==> src/rtl/rgb_pwm_driver.sv <==
// rgb_pwm_driver: three-channel PWM with a handshaked duty triple that is applied only at period boundaries.
// Define RGB_PWM_GAMMA_EN to apply square-law gamma correction to duties as they are accepted.
module rgb_pwm_driver #(
    parameter int PWM_BITS = 8,
    parameter int PRESCALE = 47
) (
    input  logic                clk,
    input  logic                rst_n,
    input  logic [PWM_BITS-1:0] duty_r,
    input  logic [PWM_BITS-1:0] duty_g,
    input  logic [PWM_BITS-1:0] duty_b,
    input  logic                duty_valid,
    output logic                duty_ready,
    output logic                RGB_R,
    output logic                RGB_G,
    output logic                RGB_B,
    output logic                period_start
);
    localparam int PW = PRESCALE > 0 ? $clog2(PRESCALE + 1) : 1;
    localparam logic [PW-1:0] PRE_MAX = PW'(PRESCALE);

    typedef logic [PWM_BITS-1:0] duty_t;

    function automatic duty_t shape(duty_t d);
`ifdef RGB_PWM_GAMMA_EN
        logic [2*PWM_BITS-1:0] p;
        p = {{PWM_BITS{1'b0}}, d} * {{PWM_BITS{1'b0}}, d};
        return p[2*PWM_BITS-1:PWM_BITS];
`else
        return d;
`endif
    endfunction

    logic [PW-1:0]       pre_cnt_q, pre_cnt_d;
    duty_t               pwm_cnt_q, pwm_cnt_d;
    duty_t [2:0]         pend_q, pend_d;
    duty_t [2:0]         act_q, act_d;
    logic                pend_full_q, pend_full_d;
    logic [2:0]          rgb_q, rgb_d;
    logic                ps_q;
    logic                step, boundary, accept;

    always_comb begin
        step        = pre_cnt_q == PRE_MAX;
        boundary    = step && (pwm_cnt_q == '1);
        accept      = duty_valid && !pend_full_q;
        pre_cnt_d   = step ? '0 : pre_cnt_q + PW'(1);
        pwm_cnt_d   = step ? pwm_cnt_q + PWM_BITS'(1) : pwm_cnt_q;
        pend_d      = accept ? {shape(duty_b), shape(duty_g), shape(duty_r)} : pend_q;
        // an accept coinciding with an empty-pending boundary only fills pending
        pend_full_d = accept ? 1'b1 : (boundary ? 1'b0 : pend_full_q);
        act_d       = (boundary && pend_full_q) ? pend_q : act_q;
        rgb_d       = {pwm_cnt_q < act_q[2], pwm_cnt_q < act_q[1], pwm_cnt_q < act_q[0]};
    end

    always_ff @(posedge clk or negedge rst_n) begin
        if (!rst_n) begin
            pre_cnt_q   <= '0;
            pwm_cnt_q   <= '0;
            pend_q      <= '0;
            act_q       <= '0;
            pend_full_q <= 1'b0;
            rgb_q       <= '0;
            ps_q        <= 1'b0;
        end else begin
            pre_cnt_q   <= pre_cnt_d;
            pwm_cnt_q   <= pwm_cnt_d;
            pend_q      <= pend_d;
            act_q       <= act_d;
            pend_full_q <= pend_full_d;
            rgb_q       <= rgb_d;
            ps_q        <= boundary;
        end
    end

    assign duty_ready   = !pend_full_q;
    assign RGB_R        = rgb_q[0];
    assign RGB_G        = rgb_q[1];
    assign RGB_B        = rgb_q[2];
    assign period_start = ps_q;
endmodule

==> config.mk <==
export PLATFORM = sky130hd
export DESIGN_NAME = rgb_pwm_driver
export DESIGN_NICKNAME = d
export VERILOG_FILES = /design/src/rtl/rgb_pwm_driver.sv
export SDC_FILE = /design/constraint.sdc
export NUM_CORES = 1
export LEC_CHECK = 0
export ABC_AREA = 1
export CORE_ASPECT_RATIO = 1.4
export CORE_MARGIN = 2
export CORE_UTILIZATION = 51
export CTS_CLUSTER_DIAMETER = 150
export DETAILED_ROUTE_END_ITERATION = 7
export GPL_TIMING_DRIVEN = 0
export HOLD_SLACK_MARGIN = 0.12
export PLACE_DENSITY = 0.8
export SLEW_MARGIN = 40
export SYNTH_ARGS = -nofsm -noshare
export SYNTH_HDL_FRONTEND = slang
export SYNTH_SLANG_ARGS = --single-unit
==> constraint.sdc <==
create_clock -name clk -period 1.6 [get_ports clk]
set_clock_uncertainty 0.2 [all_clocks]
set_input_delay 0.16 -clock clk [delete_from_list [all_inputs] [get_ports clk]]
set_output_delay 0.16 -clock clk [all_outputs]
set_load 0.01 [all_outputs]
---- After elaboration in Yosys (flattened, before gate mapping) ----
Index checks and enable logic that the tools add are counted.
cells by class
  equality and inequality tests ........... 2
  add/subtract/negate cells ............... 2
  reductions and logical operators ........ 5
  magnitude comparators ................... 3
  multiplexer cells ....................... 3
operator list
  kind                                                           number
  8-bit less-than comparator                                     3
  8-bit by 1-bit adder with 8-bit output, second input constant  1
  8-bit == test, second input constant                           1
  6-bit by 1-bit adder with 6-bit output, second input constant  1
  6-bit == test, second input constant                           1
  6-bit 2-to-1 mux                                               1
  1-bit logical AND                                              3
  1-bit 2-to-1 mux                                               2
  2-bit nonzero test                                             1
  1-bit logical NOT                                              1
storage, ports and cells
  flip-flop bits (word level) ............. 67
  output and inout bits ................... 5
  input bits .............................. 27
  word-level logic and storage cells ...... 26

---- Logic depth before layout (Yosys ltp) ----
Gate-level depths: netlist (run 1).
  word-level depth ........................ 4
  mapped depth ............................ 9
  depth with buffers taken out ............ 8

---- Worst setup path after synthesis (run 1) ----
OpenSTA, ideal clock, no wires.
  kind .................................... reg2reg
  from .................................... register pwm_cnt_q[1]
  to ...................................... register act_q[16] (netlist name)
  data required time ...................... 1284 ps
  path slack .............................. -49 ps
  library setup time ...................... 116 ps
  cell stages (with the launch flop) ...... 10
  period minus slack after synthesis ...... 1649 ps
  data arrival time ....................... 1333 ps
  path buffers ............................ 1
  cells stage by stage .................... dfrtp_1 -> ha_1 -> nand2_1 -> nor2_1 -> nand2_2 -> nor2_8 -> nand2_4 -> buf_6 -> nand2_1 -> nand2_1
between the ends
  cells in the longest elaborated chain, start to end .. 3
RTL lines
  what                    RTL line  RTL
  from (decl)             35        duty_t pwm_cnt_q, pwm_cnt_d;
  from (signal assigned)  67        pwm_cnt_q <= pwm_cnt_d;
  8-bit == test           45        boundary = step && (pwm_cnt_q == '1);
  1-bit logical AND       45
  1-bit logical AND       52        act_d = (boundary && pend_full_q) ? pend_q : act_q;
  to (signal assigned)    69        act_q <= act_d;
  to (decl)               37        duty_t [2:0] act_q, act_d;
No other way between the ends.
A chain may end at the register's enable or synchronous reset.

---- Worst setup path after layout (run 1) ----
  from .................................... register pre_cnt_q[1]
  to ...................................... register act_q[0] (netlist name)
between the ends
  cells in the longest elaborated chain, start to end .. 3
RTL lines
  what                    RTL line  RTL
  from (decl)             34        logic [PW-1:0] pre_cnt_q, pre_cnt_d;
  from (signal assigned)  66        pre_cnt_q <= pre_cnt_d;
  6-bit == test           44        step = pre_cnt_q == PRE_MAX;
  1-bit logical AND       45
  1-bit logical AND       52
No other way between the ends.

==> impl_metrics.py, run 1 <==
metrics = {
    "run_status": {
        "status": "finished, violations left",
        "failed_checks": "negative setup slack",
    },
    "sta": {
        "finalSetupViolations": 23,
        "layout_setup_ws_ns": -0.116,
        "min_period_over_period": 1.07,
        "period_minus_slack_ns": 1.72,
        "hold_viol": 0,
        "finalMaxSlewViolations": 0,
        "rsz0062_at_grt": "true",
        "tightest_slew_ns": 0.420,
        "fmax_mhz": 583,
        "maxSlewHeadroom": 0.720,
    },
    "floorplan": {
        "die_x_um": 70.8,
        "fp.dieH_um": 97.6,
        "core-area_um2": 6130,
        "io_pins": 32,
        "die_area_um2": 6910,
        "start_util": 0.521,
        "fp-row-count": 34,
    },
    "clock_tree": {
        "clk_pin_slew_ns": 0.07,
        "cts_tree": "done",
        "numCtsBuffers": 9,
        "cts_sinks": 67,
        "cts-root-buf": "clkbuf_8",
        "cts_htree_levels": 3,
        "clk_latency_ns": 0.35,
        "clockBufferDepth": 2,
    },
    "cells_and_area": {
        "drive_gt1_frac": 0.267,
        "antenna_cells": 0,
        "syn2layout_area_growth_pct": 31.1,
        "post-route-cell-area_um2": 4180,
        "num-nets-final": 435,
    },
    "global_route": {
        "grt_usage": 0.203,
        "grt_overflow": 0,
        "grt_max_degree": 38,
        "grt_pass1_wl_um": 11000,
        "first_global_vias": 2464,
        "antenna_found_initial": 0,
    },
    "drt": {
        "wl_met1_um": 2600,
        "vias": 2365,
        "met2_length_um": 3560,
        "drc": 0,
        "drt_wl_total_um": 6500,
        "wl_per_cell_um": 14.1,
        "dr.pass1.iters": 4,
        "highest_layer": "met4",
        "dr_wl_met3_um": 199,
        "drt_iter0_drc": 111,
        "vias_per_cell": 5.12,
        "detail-route-antenna-nets": 0,
    },
    "placement": {
        "dp_hpwl_um": 4310,
        "port-buffer-count": 31,
        "gp_congestion": 0.770,
        "place_area_um2": 3610,
    },
    "worst_setup_path": {
        "cp_max_fo": 8,
        "crit_path_start_kind": "register",
        "worstPathArrival_ns": 1.75,
        "criticalPathCategory": "reg -> reg",
        "endpoint_kind": "register",
        "worstPathRequired_ns": 1.63,
    },
    "synthesis": {
        "yosysTopAreaCell": "dfrtp_1",
        "ys_seq_area_frac": 0.525,
        "synth_edf_count": 0,
        "async_flop_share": 1.00,
        "synth_nets": 372,
        "synth_area_leaders": "dfrtp_1 53%, nand2_1 10%, ha_1 9.0%",
        "ys_ff_latch": 67,
        "synth_area_um2": 3190,
        "synth.distinct_cells": 20,
        "synthFlopType": "dfrtp_1",
        "avgSynthCellArea_um2": 9.91,
        "synth_most_common_cell": "nand2_1",
        "synth_common_cells": "88 x nand2_1, 67 x dfrtp_1, 33 x inv_1",
        "synth_top_area_frac": 0.525,
        "yosys_warnings": 0,
        "syn-instance-count": 322,
    },
    "job": {
        "drv_cap": 0,
    },
    "power_and_ir_drop": {
        "p_per_area_nw_per_um2": 783,
        "leakage_nw": 2.25,
        "irDropWorstVdd_uv": 740,
        "finalPower_mw": 3.27,
    },
    "hold_path": {
        "hold_path_class": "in -> async",
    },
}
what timing repair did:
item | in CTS | in global routing
pin swaps | 2 | 16
endpoints found under the hold margin | 67 | 0
buffers inserted | 11 | 5
gates cloned | 0 | 3
setup endpoints to repair | 42 | 48
hold buffers | 1 | 0
resized for setup | 16 | 40
sequential cells by signal (all words and copies together) (netlist names):
register	flops
pend_q	24
act_q	24
pwm_cnt_q	8
pre_cnt_q	6
pend_full_q	1
period_start	1
rgb_q	3
worst paths after layout:
path	from	end	slack, ns	cells after the start
max reg2reg	pre_cnt_q[1]	act_q[0]	-0.12	9
min reg2reg	act_q[11]	act_q[11]	0.28	2
max	pre_cnt_q[1]	act_q[0]	-0.12	9
max in group asynchronous	rst_n	act_q[15]	0.58	3
min in group clk	duty_b[4]	pend_q[20]	0.20	2
min	rst_n	pre_cnt_q[2]	0.09	2
placed cells by master (no fill, tap or decap), drive strengths merged:
master / Yosys / routed
a21oi: 13 / 13
buf: 9 / 28
bufinv: 0 / 1
clkbuf: 0 / 15
clkdlybuf4s50: 0 / 26
clkinv: 0 / 2
clkinvlp: 0 / 1
dfrtp: 67 / 67
dlygate4sd3: 0 / 1
dlymetal6s2s: 0 / 3
ha: 23 / 23
inv: 34 / 34
mux2: 24 / 24
nand2: 93 / 93
nand3: 29 / 29
nor2: 17 / 17
o21ai: 5 / 5
xnor2: 4 / 4
xor2: 4 / 4
kinds of logic after synthesis:
family	synth area share
muxes	0.0847
buffers and inverters	0.0623
adders and majority gates	0.0902
AOI/OAI and AO/OA	0.0282
DFF	0.525
and+or+nand+nor	0.187
xor gates and xnor gates	0.0220
metrics by stage:
step           setup TNS, ns  worst slack, ns   util  cells  hold slack [ns]
6_report               -1.85           -0.116  0.683    462           0.0860
5_1_grt                -3.35           -0.179  0.683    462            0.126
3_5_place_dp           -7.56           -0.282  0.589    426          -0.0763
3_3_place_gp         -137.65            -1.97  0.587    425            0.248
4_1_cts                -1.17          -0.0822  0.645    454            0.100
2_1_floorplan         -0.374          -0.0201      -    322           -0.336
critical path: stages, from the launching register on:
cell and delay [ns]:
dfrtp_1 0.40, ha_4 0.18, nand2_4 0.06, nor2_4 0.12
nand2_4 0.08, nor2_8 0.19, nand2_8 0.10, buf_4 0.16
nand2_1 0.06, nand2_1 0.05
power breakdown:
group          switching [mW]  internal, mW
clock                   0.634         0.842
sequential                  0          1.69
combinational          0.0423        0.0614
area by class of cell:
class,instances,area (µm²)
Timing Repair Buffer,52,529
Fill cell,451,1940
Clock buffer,12,165
Tap cell,72,90.1
Inverter,34,128
Multi-Input combinational cell,212,1450
Sequential cell,67,1680
Clock inverter,4,47.5
Buffer,9,88.8
routing by layer:
layer | up-vias | track usage
li1 | 1157 | -
met1 | 1149 | 0.229
met2 | 47 | 0.359
met3 | 12 | 0.0436
met4 | 0 | 0.0943
met5 | - | 0
Power figures use the tool's default switching activity.
==> inputs of run 2 (changes only) <==
--- a/config.mk
+++ b/config.mk
@@ -8,12 +8,12 @@
 export ABC_AREA = 1
 export CORE_ASPECT_RATIO = 1.4
 export CORE_MARGIN = 2
-export CORE_UTILIZATION = 51
+export CORE_UTILIZATION = 61
 export CTS_CLUSTER_DIAMETER = 150
 export DETAILED_ROUTE_END_ITERATION = 7
-export GPL_TIMING_DRIVEN = 0
 export HOLD_SLACK_MARGIN = 0.12
-export PLACE_DENSITY = 0.8
+export PLACE_DENSITY = 0.9
+export SKIP_CTS_REPAIR_TIMING = 1
 export SLEW_MARGIN = 40
 export SYNTH_ARGS = -nofsm -noshare
 export SYNTH_HDL_FRONTEND = slang
==> constraint.sdc (replaced) <==
create_clock -name clk -period 2.2 [get_ports clk]
set_clock_uncertainty 0.2 [all_clocks]
set_input_delay 0.22 -clock clk [delete_from_list [all_inputs] [get_ports clk]]
set_output_delay 0.22 -clock clk [all_outputs]
set_load 0.01 [all_outputs]
==> impl_metrics.py, run 2 (synthesis gave the netlist of run 1 again) <==
metrics = {
    "run_status": {
        "status": "complete, no violations",
    },
    "clock_tree": {
        "cts_sinks": 67,
        "clk_latency_ns": 0.34,
        "cts_htree_levels": 3,
        "cts_tree": "done",
        "numCtsBuffers": 9,
        "cts-root-buf": "clkbuf_8",
        "clockBufferDepth": 2,
        "clk_pin_slew_ns": 0.07,
    },
    "global_route": {
        "grt_busiest_layer": "met2",
        "grt_util_met1": 0.264,
        "use_met3": 0.0399,
        "grt_max_degree": 48,
        "grt_usage": 0.227,
        "antenna_found_initial": 0,
        "use_met2": 0.390,
        "grt_pass1_wl_um": 9870,
        "first_global_vias": 2277,
        "grt_overflow": 0,
    },
    "floorplan": {
        "die_area_um2": 5830,
        "fp-row-count": 31,
        "fp.dieH_um": 89.6,
        "die_x_um": 65.1,
        "core-area_um2": 5120,
        "io_pins": 32,
        "start_util": 0.623,
    },
    "placement": {
        "dp_hpwl_um": 4110,
        "gp_congestion": 0.822,
        "place_ws_ns": 0.313,
        "port-buffer-count": 31,
    },
    "job": {
        "drv_cap": 0,
    },
    "hold_path": {
        "hold_path_class": "in -> async",
    },
    "worst_setup_path": {
        "endpoint_kind": "register",
        "critPathTopFamily": "simple AND/OR/NAND/NOR gates",
        "cp_max_fo": 26,
        "worst-path-buf-inv": 1,
        "worstPathArrival_ns": 1.90,
        "criticalPathCategory": "reg -> reg",
        "crit_path_cell_trace": "ha_1, nand2_1, nor2_1, nand2_2, nor2_8, buf_4, o21ai_0",
        "critPathMaxStageDelay_ns": 0.45,
        "worstPathRequired_ns": 2.18,
        "cpMaxStageDelayCell": "dfrtp_1",
        "crit_path_start_kind": "register",
    },
    "drt": {
        "drc": 0,
        "detail-route-antenna-nets": 0,
        "vias": 2274,
        "drt_iter0_drc": 70,
        "vias_per_cell": 5.30,
        "wl_per_cell_um": 13.4,
        "drt_wl_total_um": 5740,
        "dr.pass1.iters": 4,
    },
    "power_and_ir_drop": {
        "irDropWorstVdd_uv": 466,
        "p_per_area_nw_per_um2": 585,
        "finalPower_mw": 2.18,
        "leakage_nw": 1.95,
    },
    "cells_and_area": {
        "layout_commonest_cell": "nand2_1",
        "drive_gt1_frac": 0.127,
        "syn2layout_area_growth_pct": 16.6,
        "mostFrequentLayoutCells": "88 x nand2_1, 67 x dfrtp_1, 33 x inv_1",
        "reg_top3": "act_q x24, pend_q x24, pwm_cnt_q x8",
        "antenna_cells": 0,
        "num-nets-final": 409,
    },
    "sta": {
        "tightest_slew_ns": 0.550,
        "finalSetupViolations": 0,
        "period_minus_slack_ns": 1.92,
        "fmax_mhz": 522,
        "min_period_over_period": 0.871,
        "hold_viol": 0,
        "layout_setup_ws_ns": 0.283,
        "rsz0062_at_grt": "false",
        "maxSlewHeadroom": 0.632,
        "timing.hold.ws_ns": 0.171,
        "tns_ns": 0,
        "finalMaxSlewViolations": 0,
    },
}
## run 2: cell count changes in the layout (fill, tap and decap cells not counted), sizes merged
cell and delta:
clkdlybuf4s50 +4, buf -24, bufinv -1, clkinv +1
clkbuf -5, clkinvlp +1, dlymetal6s2s -3
## run 2: area by class of cell
| class | count | area (µm²) |
|---|---|---|
| sequential | 67 | 1680 |
| fill | 375 | 1400 |
| multi-input combinational | 212 | 1320 |
| timing repair buffer | 35 | 350 |
| clock buffer | 10 | 138 |
| inverter | 34 | 128 |
| tap | 66 | 82.6 |
| clock inverter | 5 | 30.0 |
## run 2: per-stage QoR
stage | cells | instance area, µm² | util
finish | 429 | 3720 | 0.727
global route | 429 | 3720 | 0.727
CTS | 428 | 3710 | 0.725
detailed placement | 413 | 3540 | 0.692
global placement | 413 | 3540 | 0.692
floorplan | 322 | 3190 | -
## run 2: per-layer routing
metal / vias to the layer above / wire, µm
met1: 1095 / 2280
met4: 0 / 199
met5: - / 0
met3: 17 / 193
li1: 1102 / -
met2: 60 / 3070
## run 2: path summary, 6_finish.rpt
kind | from | to | slack [ns] | depth (start not counted)
worst max-delay path | pwm_cnt_q[1] | pend_full_q | 0.28 | 7
worst min-delay path | rst_n | pre_cnt_q[1] | 0.17 | 2
worst max register to register | pwm_cnt_q[1] | pend_full_q | 0.28 | 7
worst min register to register | pre_cnt_q[0] | pre_cnt_q[0] | 0.26 | 1
max in group asynchronous | rst_n | pend_q[3] | 1.00 | 3
min in group clk | pre_cnt_q[0] | pre_cnt_q[0] | 0.26 | 1
## run 2: worst register-to-register path, cell delays in order, from the launching register on
cell,delay [ns]
dfrtp_1,0.45
ha_1,0.22
nand2_1,0.09
nor2_1,0.16
nand2_2,0.11
nor2_8,0.11
buf_4,0.28
o21ai_0,0.14
## run 2: power by group
group	internal (mW)	leakage [nW]	switching, mW
clock network	0.426	0.0839	0.446
registers	1.23	0.922	0
logic	0.0440	0.943	0.0296
